==> src/rtl/spi_pkg.sv <==
// rtl/spi_pkg.sv - shared SPI constants and transmit state encoding
package spi_pkg;
    localparam logic CPOL           = 1'b0;
    localparam logic CPHA           = 1'b0;
    localparam int   SPI_FRAME_BITS = 8;

    typedef enum logic [1:0] {
        TX_IDLE,
        TX_LOAD,
        TX_SHIFT
    } spi_tx_state_t;
endpackage

==> src/rtl/spi_sync_edge.sv <==
// rtl/spi_sync_edge.sv - multi-flop synchroniser with rise/fall pulses
module spi_sync_edge #(
    parameter int   SYNC_STAGES = 2,
    parameter logic RESET_VAL   = 1'b0
) (
    input  logic clk,
    input  logic rst,
    input  logic din,
    output logic level,
    output logic rise,
    output logic fall
);
    logic [SYNC_STAGES-1:0] sync_q;
    logic                   prev_q;

    always_ff @(posedge clk or posedge rst) begin
        if (rst) begin
            sync_q <= {SYNC_STAGES{RESET_VAL}};
            prev_q <= RESET_VAL;
        end else begin
            sync_q <= {sync_q[SYNC_STAGES-2:0], din};
            prev_q <= sync_q[SYNC_STAGES-1];
        end
    end

    assign level = sync_q[SYNC_STAGES-1];
    assign rise  = level & ~prev_q;
    assign fall  = ~level & prev_q;
endmodule

==> src/rtl/spi_peripheral_tx.sv <==
// rtl/spi_peripheral_tx.sv - SPI mode-0 peripheral transmitter with one-byte holding buffer
module spi_peripheral_tx
    import spi_pkg::*;
#(
    parameter logic [7:0] DUMMY_BYTE  = 8'hFF,
    parameter int         SYNC_STAGES = 2
) (
    input  logic       clk,
    input  logic       rst,
    input  logic       SCLK,
    input  logic       spi_cs_n,
    output logic       CIPO,
    output logic       cipo_oe,
    input  logic [7:0] tx_data,
    input  logic       tx_valid,
    output logic       tx_ready,
    output logic       tx_busy,
    output logic       byte_sent,
    output logic       underrun,
    output logic       tx_abort
);
    localparam logic [3:0] FRAME_CNT = 4'(SPI_FRAME_BITS);

    logic sclk_level, sclk_rise, sclk_fall;
    logic cs_n_level, cs_n_rise, cs_n_fall;
    logic unused_sync;

    spi_sync_edge #(.SYNC_STAGES(SYNC_STAGES), .RESET_VAL(1'b0)) u_sclk_sync (
        .clk  (clk),
        .rst  (rst),
        .din  (SCLK ^ CPOL),
        .level(sclk_level),
        .rise (sclk_rise),
        .fall (sclk_fall)
    );

    spi_sync_edge #(.SYNC_STAGES(SYNC_STAGES), .RESET_VAL(1'b1)) u_cs_sync (
        .clk  (clk),
        .rst  (rst),
        .din  (spi_cs_n),
        .level(cs_n_level),
        .rise (cs_n_rise),
        .fall (cs_n_fall)
    );

    assign unused_sync = sclk_level ^ cs_n_rise ^ cs_n_fall;

    spi_tx_state_t state_q, state_d;
    logic [7:0] shift_q, shift_d, hold_data_q, hold_data_d;
    logic [3:0] bit_cnt_q, bit_cnt_d;
    logic       sr_real_q, sr_real_d, hold_full_q, hold_full_d;
    logic       cipo_q, cipo_d, oe_q, oe_d;
    logic       byte_sent_q, byte_sent_d, underrun_q, underrun_d, abort_q, abort_d;
    logic       do_load;

    assign tx_ready = ~hold_full_q;

    always_comb begin
        state_d     = state_q;
        shift_d     = shift_q;
        bit_cnt_d   = bit_cnt_q;
        sr_real_d   = sr_real_q;
        hold_full_d = hold_full_q;
        hold_data_d = hold_data_q;
        byte_sent_d = 1'b0;
        underrun_d  = 1'b0;
        abort_d     = 1'b0;
        do_load     = 1'b0;

        if (tx_valid && tx_ready) begin
            hold_data_d = tx_data;
            hold_full_d = 1'b1;
        end

        // CS release overrides any SCLK activity seen in the same cycle
        if (state_q != TX_IDLE && cs_n_level) begin
            state_d   = TX_IDLE;
            bit_cnt_d = 4'd0;
            abort_d   = sr_real_q;
            sr_real_d = 1'b0;
        end else begin
            case (state_q)
                TX_IDLE: if (!cs_n_level) state_d = TX_LOAD;
                TX_LOAD: begin
                    do_load = 1'b1;
                    state_d = TX_SHIFT;
                end
                TX_SHIFT: begin
                    if (sclk_rise) begin
                        if (bit_cnt_q != FRAME_CNT) begin
                            bit_cnt_d = bit_cnt_q + 4'd1;
                            if (bit_cnt_q == FRAME_CNT - 4'd1 && sr_real_q) begin
                                byte_sent_d = 1'b1;
                                sr_real_d   = 1'b0;
                            end
                        end
                    end else if (sclk_fall) begin
                        if (bit_cnt_q == FRAME_CNT) do_load = 1'b1;
                        else if (bit_cnt_q != 4'd0) shift_d = {shift_q[6:0], 1'b0};
                    end
                end
                default: state_d = TX_IDLE;
            endcase
        end

        // A byte accepted this cycle is not visible here: loads use hold_full_q only
        if (do_load) begin
            bit_cnt_d = 4'd0;
            if (hold_full_q) begin
                shift_d     = hold_data_q;
                hold_full_d = 1'b0;
                sr_real_d   = 1'b1;
            end else begin
                shift_d    = DUMMY_BYTE;
                sr_real_d  = 1'b0;
                underrun_d = 1'b1;
            end
        end

        cipo_d = (state_d == TX_SHIFT) & shift_d[7];
        oe_d   = (state_d != TX_IDLE);
    end

    always_ff @(posedge clk or posedge rst) begin
        if (rst) begin
            state_q     <= TX_IDLE;
            shift_q     <= 8'd0;
            bit_cnt_q   <= 4'd0;
            sr_real_q   <= 1'b0;
            hold_full_q <= 1'b0;
            hold_data_q <= 8'd0;
            cipo_q      <= 1'b0;
            oe_q        <= 1'b0;
            byte_sent_q <= 1'b0;
            underrun_q  <= 1'b0;
            abort_q     <= 1'b0;
        end else begin
            state_q     <= state_d;
            shift_q     <= shift_d;
            bit_cnt_q   <= bit_cnt_d;
            sr_real_q   <= sr_real_d;
            hold_full_q <= hold_full_d;
            hold_data_q <= hold_data_d;
            cipo_q      <= cipo_d;
            oe_q        <= oe_d;
            byte_sent_q <= byte_sent_d;
            underrun_q  <= underrun_d;
            abort_q     <= abort_d;
        end
    end

    assign CIPO      = cipo_q;
    assign cipo_oe   = oe_q;
    assign tx_busy   = oe_q;
    assign byte_sent = byte_sent_q;
    assign underrun  = underrun_q;
    assign tx_abort  = abort_q;
endmodule

==> config.mk <==
export PLATFORM = sky130hd
export DESIGN_NAME = spi_peripheral_tx
export DESIGN_NICKNAME = d
export VERILOG_FILES = /design/src/rtl/spi_pkg.sv /design/src/rtl/spi_sync_edge.sv /design/src/rtl/spi_peripheral_tx.sv
export SDC_FILE = /design/constraint.sdc
export NUM_CORES = 1
export LEC_CHECK = 0
export ABC_CLOCK_PERIOD_IN_PS = 4000
export CORE_ASPECT_RATIO = 0.8
export CORE_MARGIN = 1.5
export CORE_UTILIZATION = 58
export DETAILED_ROUTE_END_ITERATION = 10
export GPL_TIMING_DRIVEN = 0
export PLACE_DENSITY = 0.83
export SYNTH_ARGS = -nofsm -noshare
export SYNTH_HDL_FRONTEND = slang
export SYNTH_SLANG_ARGS = --single-unit
==> constraint.sdc <==
create_clock -name clk -period 4 [get_ports clk]
set_input_delay 1.2 -clock clk [delete_from_list [all_inputs] [get_ports clk]]
set_output_delay 1.2 -clock clk [all_outputs]
set_load 0.01 [all_outputs]
==> results.yml <==
finish:
  area_delta_synth_final_pct: 20.8
  final_area_um2: 1870
  nNetsFinal: 179
  final_common_cell: "dfrtp_1"
  fin_cells: 197
  antenna_cells: 0
  final_layout_size_suffix_gt1_share_pct: 19.3
  final_core_util_pct: 75.5
  most-common-layout-cells: "dfrtp_1, clkdlybuf4s50_1, nand2_1"
worst_setup_path:
  worst-path-buf-inv: 2
  start_kind: "register"
  worstPathCellList: "inv_2, clkdlybuf4s50_1"
  cp.required_ps: 2800
  endpoint_kind: "output port"
  crit_family: "buffers and inverters"
  critPathKind: "reg -> out"
  crit_slowest_cell: "clkdlybuf4s50_1"
  crit_path_start: "hold_full_q"
  slowest_delay_ps: 570
  crit_arrival_ps: 1510
  regToRegStartpoint: "state_q[0]"
  cp_max_fo: 10
synth:
  yosys_warnings: 0
  avgSynthCellArea_um2: 11.7
  yosysTopAreaCellShare_pct: 51.6
  syn-num-nets: 152
  synth_area_leaders: "dfrtp_1, mux2_2, ha_1"
  async_flop_share_pct: 100
  ys_seq_area_share_pct: 55.0
  synth_enable_flop_cells: 0
  syn_inst: 133
  synth_ff_type: "dfrtp_1"
  synth_cell_types: 37
  synth-seq-cells: 34
  synth_area_um2: 1550
  yosysTopAreaCell: "dfrtp_1"
global_routing:
  grt_use_met3_pct: 5.84
  grt_pass1_vias: 1012
  grt_max_degree: 35
  grt_pass1_wl_um: 4570
  antenna_found_initial: 0
  grt_remaining_overflow: 0
  grt_util_all_layers_pct: 21.8
  use_met1_pct: 28.2
  grt-busiest-layer: "met2"
  use_met2_pct: 32.6
sta:
  min_period_ps: 2710
  final_max_slew_viol_count: 0
  skew_ps: 4.47
  rsz0062_at_grt: "no"
  fin_crit_sh_pct: 67.8
  final.setup.tns_ps: 0
  hold_violations: 0
  worst_pin_slew_ps: 490
  setup_viol: 0
  slew_headroom_pct: 67.2
  max_freq_mhz: 369
hold_path:
  hold_start: "u_sclk_sync.sync_q[0]"
  hold_path.class: "reg -> reg"
placed_design:
  dpl_cell_area_um2: 1790
  io_buffer_count: 19
  dp_cells: 188
  gp_congestion: 0.746
  place_hpwl_um: 2060
die:
  fp.coreArea_um2: 2480
  die_w_um: 60.8
  die-height_um: 49.3
  rows: 16
  die_area_um2: 3000
  initial_core_util_pct: 62.5
  ios: 20
flow_run:
  max_cap_violations: 0
power_and_ir_drop:
  ir_worst_vdd_uv: 393
  total_power_mw: 1.22
  p_leak_nw: 0.832
  powerDensity_nw_per_um2: 653
clocking:
  ctsHoldBuffers: 0
  root_buffer: "clkbuf_4"
  clkLatencyLatePin_ps: 340
  tritoncts: "done"
  clk_pin_slew_worst_paths_ps: 100
  clockBufferDepth: 2
  cts-buffers-inserted: 5
  cts_setup_buffers: 0
  cts_sinks: 34
  cts_htree_levels: 2
  cts_resized: 0
run_status:
  status: "finished clean"
drt:
  ant_nets: 0
  drtPass1Iterations: 4
  first_iter_violations: 38
  vias: 1047
  drc: 0
  drt_wl_total_um: 2850
  avgRoutedWirePerCell_um: 14.4
  via_per_inst: 5.31
==> through the flow <==
stage	hold WS [ps]	setup WS [ps]
floorplan	331	2060
finish	356	1290
detailed placement	335	1310
CTS	359	1290
global placement	333	1360
global route	369	1210
==> report_power, final <==
group          leakage, nW  switching (mW)  internal (mW)
combinational        0.377           0.252          0.238
clock               0.0353           0.112         0.0851
sequential           0.420          0.0758          0.460
==> worst register-to-register path: cells and delay by family (launching register included) <==
family | cells | cell delay [ps]
AO/OA/AOI/OAI | 2 | 360
adder cells (fa/ha/maj) | 1 | 380
buffers and inverters | 2 | 240
flip-flops | 1 | 430
AND/OR/NAND/NOR | 2 | 420
==> worst paths after layout <==
path / to / slack, ps / depth (start not counted)
max: tx_ready / 1290 / 2
min: u_sclk_sync.sync_q[1] / 360 / 0
max reg2reg: shift_q[5] / 2050 / 7
min reg2reg: u_sclk_sync.sync_q[1] / 360 / 0
max in group asynchronous: shift_q[0] / 2490 / 3
min in group asynchronous: cipo_oe / 1100 / 2
==> routing by layer <==
| layer | part of all wire [%] | up-vias |
|---|---|---|
| met2 | 48 | 30 |
| met5 | 0 | - |
| met3 | 5.1 | 7 |
| met4 | 2.0 | 0 |
| li1 | - | 511 |
| met1 | 45 | 499 |
==> area by class of cell <==
class,count,area [µm²]
Inverter,13,48.8
Clock inverter,1,5.00
Multi-Input combinational cell,83,626
Tap cell,36,45.0
Timing Repair Buffer,20,218
Clock buffer,7,55.1
Sequential cell,34,853
Buffer,3,23.8
Fill cell,174,608
==> registers in the layout, indices dropped and copies added, names as in the netlist <==
name	count
hold_data_q	8
shift_q	8
bit_cnt_q	4
state_q	2
u_cs_sync.sync_q	2
u_sclk_sync.sync_q	2
CIPO	1
byte_sent	1
cipo_oe	1
hold_full_q	1
sr_real_q	1
tx_abort	1
u_sclk_sync.prev_q	1
underrun	1
==> Yosys cell counts (2+ instances only) <==
| library cell | n |
|---|---|
| nand2b_1 | 4 |
| mux2i_1 | 2 |
| xnor2_1 | 2 |
| nor2b_1 | 2 |
| and2_1 | 2 |
| dfstp_2 | 2 |
| dfrtp_1 | 32 |
| nand2_1 | 12 |
| ha_1 | 6 |
| nor4_1 | 3 |
| inv_1 | 12 |
| nand3b_1 | 2 |
| nor2_1 | 11 |
| o221ai_1 | 6 |
| a21oi_1 | 5 |
| mux2_2 | 9 |
==> cell families after synthesis <==
family	Yosys count	synth area share (%)
AND/OR/NAND/NOR	45	16.0
flip-flops	34	55.0
adder cells (fa/ha/maj)	6	4.84
XOR/XNOR	3	1.69
AO/OA/AOI/OAI	18	9.92
multiplexers	11	7.82
buffers and inverters	16	4.68
Note: power is estimated with default switching activity, not from simulation.
